--- config.mk ---
export PLATFORM = sky130hd
export DESIGN_NAME = pid_scheduler
export DESIGN_NICKNAME = d
export VERILOG_FILES = /design/src/rtl/pid_scheduler.sv
export SDC_FILE = /design/constraint.sdc
export NUM_CORES = 2
export LEC_CHECK = 0
export CAP_MARGIN = 10
export CORE_ASPECT_RATIO = 1.4
export CORE_MARGIN = 5
export CORE_UTILIZATION = 48
export CTS_CLUSTER_DIAMETER = 30
export DETAILED_ROUTE_END_ITERATION = 8
export PLACE_DENSITY = 0.69
export RECOVER_POWER = 50
export SLEW_MARGIN = 20
export SYNTH_ARGS = -nofsm -noshare
export SYNTH_HDL_FRONTEND = slang
export SYNTH_SLANG_ARGS = --single-unit
--- constraint.sdc ---
create_clock -name CLK -period 17 [get_ports CLK]
set_input_delay 3.4 -clock CLK [delete_from_list [all_inputs] [get_ports CLK]]
set_output_delay 3.4 -clock CLK [all_outputs]
set_load 0.05 [all_outputs]
--- src/rtl/pid_scheduler.sv ---
// pid_scheduler
// Time-multiplexed PID engine. A free-running divider produces one control
// tick every TICK_DIV clocks; each tick walks channels 0..NUM_CH-1 through a
// fixed five-state pipeline (LOAD, ERR, MUL_P, MUL_I, OUT) that shares one
// signed 24x24 multiplier. Per-channel integrals and duty words live here.
//
// Ports:
//   CLK, reset_n        clock, asynchronous active-low reset
//   setpoint_flat       signed 24-bit setpoint per channel (channel k at [24k+23:24k])
//   state_flat          signed 24-bit measurement per channel, same packing
//   mode_flat           8-bit mode per channel; 3 = direct PWM from setpoint
//   enable              per-channel enable; disabled channels output 0
//   integral_clr        per-channel level-sensitive integral clear
//   Kp, Ki              shared signed gains
//   PWMLimit, IntegralLimit, deadband   shared limits (negative values act as 0)
//   overrun_clr         clears the sticky overrun flag
//   duty_flat           registered signed duty per channel
//   duty_strobe         one-cycle pulse when a channel's duty is written
//   busy                high while a channel sequence is in progress
//   overrun             sticky: a tick arrived while busy and was dropped
module pid_scheduler #(
    parameter int NUM_CH       = 4,
    parameter int CLOCK_FREQ   = 16_000_000,
    parameter int CONTROL_FREQ = 1000
) (
    input  logic                 CLK,
    input  logic                 reset_n,
    input  logic [24*NUM_CH-1:0] setpoint_flat,
    input  logic [24*NUM_CH-1:0] state_flat,
    input  logic [8*NUM_CH-1:0]  mode_flat,
    input  logic [NUM_CH-1:0]    enable,
    input  logic [NUM_CH-1:0]    integral_clr,
    input  logic [23:0]          Kp,
    input  logic [23:0]          Ki,
    input  logic [23:0]          PWMLimit,
    input  logic [23:0]          IntegralLimit,
    input  logic [23:0]          deadband,
    input  logic                 overrun_clr,
    output logic [24*NUM_CH-1:0] duty_flat,
    output logic [NUM_CH-1:0]    duty_strobe,
    output logic                 busy,
    output logic                 overrun
);

    localparam int TICK_DIV = CLOCK_FREQ / CONTROL_FREQ;
    localparam int TICK_W   = (TICK_DIV > 1) ? $clog2(TICK_DIV) : 1;
    localparam int CH_W     = (NUM_CH > 1) ? $clog2(NUM_CH) : 1;
    localparam logic [TICK_W-1:0] TICK_LAST = TICK_W'(TICK_DIV - 1);
    localparam logic [CH_W-1:0]   CH_LAST   = CH_W'(NUM_CH - 1);

    typedef enum logic [2:0] {
        S_IDLE  = 3'd0,
        S_LOAD  = 3'd1,
        S_ERR   = 3'd2,
        S_MUL_P = 3'd3,
        S_MUL_I = 3'd4,
        S_OUT   = 3'd5
    } state_t;

    // Limits are interpreted as magnitudes; a negative limit collapses to 0.
    function automatic logic signed [24:0] nonneg_lim(input logic [23:0] lim);
        return lim[23] ? 25'sd0 : $signed({1'b0, lim});
    endfunction

    // Symmetric clamp of a 25-bit value into [-lim, +lim], returned as 24 bits.
    function automatic logic signed [23:0] clamp_sym(input logic signed [24:0] v,
                                                     input logic [23:0] lim);
        logic signed [24:0] l;
        logic signed [24:0] r;
        l = nonneg_lim(lim);
        if (v > l) begin
            r = l;
        end else if (v < -l) begin
            r = -l;
        end else begin
            r = v;
        end
        return r[23:0];
    endfunction

    state_t                state_q, state_d;
    logic [TICK_W-1:0]     cnt_q, cnt_d;
    logic [CH_W-1:0]       ch_q, ch_d;
    logic signed [23:0]    sp_q, sp_d, st_q, st_d;
    logic signed [23:0]    kp_q, kp_d, ki_q, ki_d;
    logic [23:0]           pl_q, pl_d, il_q, il_d, db_q, db_d;
    logic [7:0]            mode_q, mode_d;
    logic                  en_q, en_d;
    logic signed [23:0]    err_q, err_d;
    logic signed [47:0]    acc_q, acc_d;
    logic [24*NUM_CH-1:0]  integ_q, integ_d;
    logic [24*NUM_CH-1:0]  duty_q, duty_d;
    logic [NUM_CH-1:0]     strobe_q, strobe_d;
    logic                  busy_q, busy_d;
    logic                  overrun_q, overrun_d;

    logic                  tick_s;
    logic signed [23:0]    integ_cur_s;
    logic signed [23:0]    diff_s;
    logic signed [23:0]    err_s;
    logic signed [24:0]    integ_sum_s;
    logic signed [47:0]    mul_a_s, mul_b_s, prod_s;
    logic signed [24:0]    r_ext_s, db_lim_s;
    logic signed [23:0]    r_out_s;

    // Datapath: error, integral candidate, shared multiplier and output shaping.
    always_comb begin
        tick_s      = (cnt_q == TICK_LAST);
        integ_cur_s = integ_q[ch_q*32'd24 +: 24];
        // Subtraction wraps in 24 bits before the arithmetic shift.
        diff_s      = sp_q - st_q;
        err_s       = diff_s >>> 3'd4;
        integ_sum_s = {integ_cur_s[23], integ_cur_s} + {err_s[23], err_s};
        // One multiplier: P operands in MUL_P, I operands otherwise.
        if (state_q == S_MUL_P) begin
            mul_a_s = {{24{kp_q[23]}}, kp_q};
            mul_b_s = {{24{err_q[23]}}, err_q};
        end else begin
            mul_a_s = {{24{ki_q[23]}}, ki_q};
            mul_b_s = {{24{integ_cur_s[23]}}, integ_cur_s};
        end
        prod_s   = mul_a_s * mul_b_s;
        r_ext_s  = {acc_q[23], acc_q[23:0]};
        db_lim_s = nonneg_lim(db_q);
        if (!en_q) begin
            r_out_s = 24'sd0;
        end else if (mode_q == 8'd3) begin
            r_out_s = clamp_sym({sp_q[23], sp_q}, pl_q);
        end else if ((r_ext_s >= -db_lim_s) && (r_ext_s <= db_lim_s)) begin
            r_out_s = 24'sd0;
        end else begin
            r_out_s = clamp_sym(r_ext_s, pl_q);
        end
    end

    // Next-state logic: tick divider, channel sequencer, snapshots and outputs.
    always_comb begin
        state_d  = state_q;
        cnt_d    = tick_s ? {TICK_W{1'b0}} : (cnt_q + TICK_W'(1'b1));
        ch_d     = ch_q;
        sp_d     = sp_q;
        st_d     = st_q;
        kp_d     = kp_q;
        ki_d     = ki_q;
        pl_d     = pl_q;
        il_d     = il_q;
        db_d     = db_q;
        mode_d   = mode_q;
        en_d     = en_q;
        err_d    = err_q;
        acc_d    = acc_q;
        integ_d  = integ_q;
        duty_d   = duty_q;
        strobe_d = {NUM_CH{1'b0}};
        case (state_q)
            S_IDLE: begin
                if (tick_s) begin
                    ch_d    = {CH_W{1'b0}};
                    state_d = S_LOAD;
                end else begin
                    state_d = S_IDLE;
                end
            end
            S_LOAD: begin
                sp_d    = setpoint_flat[ch_q*32'd24 +: 24];
                st_d    = state_flat[ch_q*32'd24 +: 24];
                mode_d  = mode_flat[ch_q*32'd8 +: 8];
                en_d    = enable[ch_q];
                kp_d    = Kp;
                ki_d    = Ki;
                pl_d    = PWMLimit;
                il_d    = IntegralLimit;
                db_d    = deadband;
                state_d = S_ERR;
            end
            S_ERR: begin
                err_d = err_s;
                // Direct-PWM mode leaves the integral untouched.
                if (mode_q != 8'd3) begin
                    integ_d[ch_q*32'd24 +: 24] = clamp_sym(integ_sum_s, il_q);
                end else begin
                    integ_d[ch_q*32'd24 +: 24] = integ_cur_s;
                end
                state_d = S_MUL_P;
            end
            S_MUL_P: begin
                acc_d   = prod_s;
                state_d = S_MUL_I;
            end
            S_MUL_I: begin
                acc_d   = acc_q + prod_s;
                state_d = S_OUT;
            end
            S_OUT: begin
                duty_d[ch_q*32'd24 +: 24] = r_out_s;
                strobe_d[ch_q]            = 1'b1;
                if (!en_q) begin
                    integ_d[ch_q*32'd24 +: 24] = 24'd0;
                end else begin
                    integ_d[ch_q*32'd24 +: 24] = integ_cur_s;
                end
                if (ch_q == CH_LAST) begin
                    state_d = S_IDLE;
                end else begin
                    ch_d    = ch_q + CH_W'(1'b1);
                    state_d = S_LOAD;
                end
            end
            default: begin
                state_d = S_IDLE;
            end
        endcase
        // Integral clear is level-sensitive and overrides any update above.
        for (int k = 0; k < NUM_CH; k++) begin
            integ_d[k*24 +: 24] = integral_clr[k] ? 24'd0 : integ_d[k*24 +: 24];
        end
        busy_d    = (state_d != S_IDLE);
        // A dropped tick sets the flag even when a clear is requested that cycle.
        overrun_d = (tick_s && (state_q != S_IDLE)) | (overrun_q & ~overrun_clr);
    end

    // State and datapath registers with asynchronous reset.
    always_ff @(posedge CLK or negedge reset_n) begin
        if (!reset_n) begin
            state_q   <= S_IDLE;
            cnt_q     <= {TICK_W{1'b0}};
            ch_q      <= {CH_W{1'b0}};
            sp_q      <= 24'sd0;
            st_q      <= 24'sd0;
            kp_q      <= 24'sd0;
            ki_q      <= 24'sd0;
            pl_q      <= 24'd0;
            il_q      <= 24'd0;
            db_q      <= 24'd0;
            mode_q    <= 8'd0;
            en_q      <= 1'b0;
            err_q     <= 24'sd0;
            acc_q     <= 48'sd0;
            integ_q   <= {(24*NUM_CH){1'b0}};
            duty_q    <= {(24*NUM_CH){1'b0}};
            strobe_q  <= {NUM_CH{1'b0}};
            busy_q    <= 1'b0;
            overrun_q <= 1'b0;
        end else begin
            state_q   <= state_d;
            cnt_q     <= cnt_d;
            ch_q      <= ch_d;
            sp_q      <= sp_d;
            st_q      <= st_d;
            kp_q      <= kp_d;
            ki_q      <= ki_d;
            pl_q      <= pl_d;
            il_q      <= il_d;
            db_q      <= db_d;
            mode_q    <= mode_d;
            en_q      <= en_d;
            err_q     <= err_d;
            acc_q     <= acc_d;
            integ_q   <= integ_d;
            duty_q    <= duty_d;
            strobe_q  <= strobe_d;
            busy_q    <= busy_d;
            overrun_q <= overrun_d;
        end
    end

    assign duty_flat   = duty_q;
    assign duty_strobe = strobe_q;
    assign busy        = busy_q;
    assign overrun     = overrun_q;

endmodule

=== After elaboration in Yosys (flattened, before gate mapping) ===
Cells that the tools add are included.
Widths: inputs -> output; s select.

* Flip-flop bits (word level): 462
* Word-level logic and storage cells: 119

* Add/sub/neg operators: 9
* Multiply operators: 2
* Order comparisons: 10
* Eq/ne operators: 11
* Shift-type cells: 9
* Muxes and demuxes: 40
* Bitwise gates (word level): 3
* Reduce and logical (&&, ||, !) cells: 13

{| class="wikitable"
|+ Operators by type and width
! operator !! count
|-
| $bwmux 96 || 4
|-
| $mux 24 || 15
|-
| $shiftx 24x34->96 || 3
|-
| $shiftx 96x8->24 || 3
|-
| $mux 96 || 2
|-
| $pmux 96 s2 || 1
|-
| $mux 48 || 2
|-
| $pmux 48 s2 || 1
|-
| $shift 24x34->96 const A || 1
|-
| $shiftx 24x34->96 const A || 1
|-
| $neg 23->25 || 3
|-
| $mux 23 || 3
|-
| $lt 24x25->1 || 2
|-
| $add 48x48->48 || 1
|-
| $gt 24x24->1 || 2
|-
| $mul 48x48->48 || 1
|-
| $neg 7->34 || 1
|-
| $shiftx 32x6->8 || 1
|-
| $add 24x20->25 || 1
|-
| $ge 24x25->1 || 1
|-
| $gt 25x24->1 || 1
|-
| $lt 25x25->1 || 1
|-
| $le 24x24->1 || 1
|-
| $sub 24x24->24 || 1
|-
| 29 further kinds || 44
|}

=== Logic depth before layout (Yosys ltp) ===
* Depth after elaboration: 13
* Gate-level depth with buffers: 43
* Depth with buffers taken out: 37

=== Least setup slack after synthesis ===
OpenSTA, ideal clock, no wires.

* Path kind: register to register
* Start point: register state_q[2]
* End point: register acc_q[23]
* Arrival time: 9.395 ns
* Data required time: 16.867 ns
* Slack: 7.472 ns
* Stages on the path, launching flop included: 36
* Cell sequence: dfrtp_1 clkbuf_1 nand3b_1 buf_2 clkbuf_1 clkbuf_1 mux2i_1 nor2_1 fa_1 fa_1 fa_1 inv_1 fa_1 fa_1 inv_1 ha_1 ha_1 fa_1 inv_1 fa_1 inv_1 ha_1 and3_1 a21oi_1 o21ai_0 o41ai_1 o21bai_1 xor2_1 ha_1 and3_1 o211a_1 or3_1 nand2_1 xor2_1 o221ai_1 o31ai_1

* Cells in the longest elaborated chain, start to end: 5

{| class="wikitable"
|+ Ends and longest elaborated chain
! what !! line !! text
|-
| start: declaration || 81 || <nowiki>state_t state_q, state_d;</nowiki>
|-
| start signal: assignment || 245 || <nowiki>state_q <= state_d;</nowiki>
|-
| $eq 3x2->1 || 115, 155 ||
|-
| $mux 48 || 115 || <nowiki>if (state_q == S_MUL_P) begin</nowiki>
|-
| $mul 48x48->48 || 122 || <nowiki>prod_s = mul_a_s * mul_b_s;</nowiki>
|-
| $add 48x48->48 || 191 || <nowiki>acc_d = acc_q + prod_s;</nowiki>
|-
| $pmux 48 s2 || 155 || <nowiki>case (state_q)</nowiki>
|-
| end signal: assignment || 238 || <nowiki>acc_q <= 48'sd0;</nowiki>
|-
| end signal: assignment || 258 || <nowiki>acc_q <= acc_d;</nowiki>
|-
| end: declaration || 90 || <nowiki>logic signed [47:0] acc_q, acc_d;</nowiki>
|}

Several ways; a longest one is shown, not always the timed one.
A chain may end at the register's enable or synchronous reset.

=== Worst setup path after layout ===
* Start point: register ch_q[0]
* End point: register acc_q[23]

* Cells in the longest elaborated chain, start to end: 6

{| class="wikitable"
|+ Ends and longest elaborated chain
! what !! line !! text
|-
| start: declaration || 83 || <nowiki>logic [CH_W-1:0] ch_q, ch_d;</nowiki>
|-
| start signal: assignment || 227 || <nowiki>ch_q <= {CH_W{1'b0}};</nowiki>
|-
| start signal: assignment || 247 || <nowiki>ch_q <= ch_d;</nowiki>
|-
| $mul 2x2->4 (*) || 109 || <nowiki>integ_cur_s = integ_q[ch_q*32'd24 +: 24];</nowiki>
|-
| $shiftx 96x8->24 (*) || 109 ||
|-
| $mux 48 (*) || 115 ||
|-
| $mul 48x48->48 (*) || 122 ||
|-
| $add 48x48->48 || 191 ||
|-
| $pmux 48 s2 (*) || 155 ||
|}

Every way passes the cells marked *; elsewhere a longest branch is shown, timed or not.

==> results.toml <==
[run_status]
status = "complete, but fails checks"
violations = "capacitance limit, slew limit"

[placement]
hpwl_um = 152000
placed_area_um2 = 49400
place_congestion = 1.06
dp.cells = 6644
port_buffers = 456

[sta]
hold_violations = 0
final.period_utilization_pct = 80.0
worst_pin_slew_ns = 4.98
max_freq_ghz = 0.0736
grt_setup_unrepaired = "no"
finalMaxSlewViolations = 329
setup_viol = 0
fin_crit_ns = 13.59
final.setup.tns_ns = 0
worst_clock_skew_ns = 0.0864
max_slew_margin_pct = -232

[detailed_routing]
routed_wl_um = 195000
postRouteAntennaNets = 0
drt_pass1_iterations = 8
drtIter0Drc = 4339
routed_via_density = 6.28
vias = 43000
drc = 0
wl_per_cell_um = 28.4

[clocking]
cts_max_level = 3
cts_tree = "yes"
cts_buffers = 99
post_cts_resized = 0
clockRootBuffer = "clkbuf_16"
clock_latency_ns = 0.71
cts_setup_buffers = 0
clock-sinks = 438
clockBufferDepth = 3
hold_buffers = 0
cts.clk_slew.worst_paths_ns = 0.05

[finish]
fin_nets = 6513
instances_no_fill = 6843
drive_above_1_share_pct = 8.03
final_util_pct = 58.9
syn2layout_area_growth_pct = 21.7
fin_area_um2 = 52900

[setup_path]
reg2reg_to = "acc_q[23]$_DFFE_PN0N_"
slowest_stage = "clkbuf_1"
critPathLaunchType = "flop"
crit_path_start = "ch_q[0]$_DFFE_PN0P_"
worstPathRequired_ns = 17.53
reg2reg_slack_ns = 3.41
setup.worst_path.end_class = "flop"
crit_buf_inv = 6
critPathKind = "flop to flop"
cp_top_family = "adder cells"
worstPathMaxFanout = 43
worstPathArrival_ns = 14.12
crit_path_max_incr_delay_ns = 2.08
r2r_cells = 33
rr_startpoint = "ch_q[0]$_DFFE_PN0P_"

[grt]
overflow = 0
antenna_found_initial = 27
grt_start_max_net_pins = 192
grt_pass1_wl_um = 284000
grt_usage_pct = 38.9
grt_pass1_vias = 43400

[hold_path]
min_from = "ki_q[10]$_DFFE_PN0P_"
min_to = "ki_q[10]$_DFFE_PN0P_"
min_path_type = "flop to flop"
whs_path_depth = 2

[floorplanning]
ios = 457
die_h_um = 366
dieWidth_um = 264
initial_core_util_pct = 48.4
core_um2 = 89800
core.rowCount = 130
dieArea_um2 = 96700

[synthesis]
dominantRegCellSynth = "dfrtp_1"
synth.distinct_cells = 92
netlist_area_um2 = 43500
synth.avg_cell_area_um2 = 8.44
synth_edf_count = 0
ys_warn_count = 0
netlist_instances = 5149
synth_fp_nets = 6105
synth_top_cell_by_area = "dfrtp_1"
synthTopCellsByArea = "dfrtp_1 (25%), ha_1 (11%), fa_1 (9.8%)"
ys_seq_area_share_pct = 25.2
yosys.area.top_type_share_pct = 25.2
ys_ff_latch = 438
postSynth.asyncResetShare_pct = 100

[power_and_ir_drop]
sw_frac_of_total_pct = 43.9
p_switching_mw = 2.98
combPwrFrac_pct = 54.4
p_clk_share_pct = 30.0
internal_power_mw = 3.81
seqPwrFrac_pct = 15.6
p_per_area_nw_per_um2 = 128
ir_drop_v = 0.000278
leakage_nw = 24.4

[run]
cap_violations = 6
## how the worst max path moves through the flow
stage | end | slack [ns] | cells after the start
2_1_floorplan | acc_q[23]$_DFFE_PN0N_ | 7.47 | 35
3_3_place_gp | acc_q[23]$_DFFE_PN0N_ | 6.16 | 34
3_5_place_dp | acc_q[23]$_DFFE_PN0N_ | 5.95 | 32
4_1_cts | acc_q[23]$_DFFE_PN0N_ | 6.00 | 32
5_1_grt | acc_q[23]$_DFFE_PN0N_ | 2.62 | 35
6_report | acc_q[23]$_DFFE_PN0N_ | 3.41 | 33
## stage by stage
step	total power [mW]	hold WS (ns)	setup WS, ns
after global routing	7.19	0.488	2.62
after floorplan	3.61	0.437	7.47
final	6.78	0.472	3.41
after global placement	4.67	0.455	6.16
after detailed placement	4.73	0.459	5.95
after CTS	6.77	0.476	6.00
## state kept, by name, indices dropped and copies added, names as in the netlist
register and cells:
overrun 1, duty_strobe 4, duty_flat 96, sp_q 24, state_q 3, ch_q 2
integ_q 96, pl_q 24, err_q 20, en_q 1, acc_q 24, mode_q 8
kp_q 24, st_q 24, db_q 24, busy 1, ki_q 24, cnt_q 14
il_q 24
## logic make-up (layout without fill, tap and decap cells)
logic type / count (synthesis) / in the layout / synth area share, %
simple gates: 1867 / 1867 / 18.5
compound gates: 1163 / 1163 / 17.8
buf+inv: 671 / 1163 / 6.04
fa+ha+maj: 601 / 601 / 21.0
flops: 438 / 438 / 25.2
mux: 232 / 232 / 7.87
xor+xnor: 177 / 177 / 3.62
other cells: 0 / 14 / 0
## power by group through the flow
stage               Sequential (mW)  Combinational (mW)  Clock, mW
detailed placement             1.08                3.65          0
global route                   1.06                4.03       2.10
floorplan                      1.07                2.54          0
CTS                            1.06                3.67       2.04
finish                         1.06                3.69       2.03
global placement               1.08                3.59          0
## area by class of cell
cell class	count	area (um2)
Inverter	417	1570
Timing Repair Buffer	561	5340
Tap cell	1188	1490
Clock buffer	118	2670
Multi-Input combinational cell	4040	30000
Antenna cell	14	35.0
Fill cell	8070	36900
Clock inverter	67	855
Sequential cell	438	11000
## cells in the final DEF (no fill, tap or decap), types with 100 or more instances in the layout
| cell type | netlist | routed |
|---|---|---|
| a22oi_1 | 108 | 108 |
| nor2_1 | 370 | 369 |
| dfrtp_1 | 438 | 437 |
| clkdlybuf4s50_1 | 0 | 277 |
| o21ai_0 | 293 | 292 |
| a21oi_1 | 234 | 230 |
| mux2i_1 | 107 | 104 |
| xnor2_1 | 121 | 121 |
| clkbuf_16 | 0 | 100 |
| dlygate4sd3_1 | 0 | 178 |
| inv_1 | 411 | 411 |
| nand2_1 | 1060 | 1060 |
| ha_1 | 388 | 387 |
| fa_1 | 213 | 213 |
## cell usage after synthesis, drive strengths merged (14+ instances only)
| library cell | count |
|---|---|
| nand2b | 52 |
| o221ai | 19 |
| xnor2 | 122 |
| fa | 213 |
| a211oi | 26 |
| mux2i | 110 |
| nand4 | 36 |
| a311oi | 15 |
| nor3 | 68 |
| a22oi | 110 |
| o21ai | 299 |
| and3 | 31 |
| o21a | 49 |
| inv | 412 |
| a21oi | 234 |
| a31oi | 23 |
| or3 | 23 |
| nand2 | 1060 |
| a22o | 51 |
| mux4 | 82 |
| xor2 | 54 |
| mux2 | 40 |
| or2 | 16 |
| nor2b | 53 |
| ha | 388 |
| o31ai | 20 |
| a32oi | 22 |
| nor2 | 370 |
| o21bai | 14 |
| dfrtp | 438 |
| buf | 67 |
| and2 | 34 |
| clkbuf | 187 |
| a21o | 86 |
| nand3 | 72 |
| o211ai | 22 |
| o22ai | 32 |
| a221o | 21 |
| nor4 | 16 |
## worst reg2reg max path, delay by kind of cell (launching register included)
| family | cells | cell delay, ns |
|---|---|---|
| simple gates | 5 | 0.99 |
| buf+inv | 6 | 2.93 |
| compound gates | 8 | 2.17 |
| mux | 2 | 1.36 |
| fa+ha+maj | 10 | 4.09 |
| flops | 1 | 1.55 |
| xor+xnor | 2 | 0.41 |
## routing by layer
metal | up-vias | track usage [%] | wire length, um
li1 | 18800 | - | -
met1 | 21000 | 45.8 | 70000
met2 | 2383 | 62.8 | 89700
met4 | 10 | 28.3 | 17900
met5 | - | 0 | 68
met3 | 803 | 8.19 | 16900
Power figures use the tool's default switching activity.
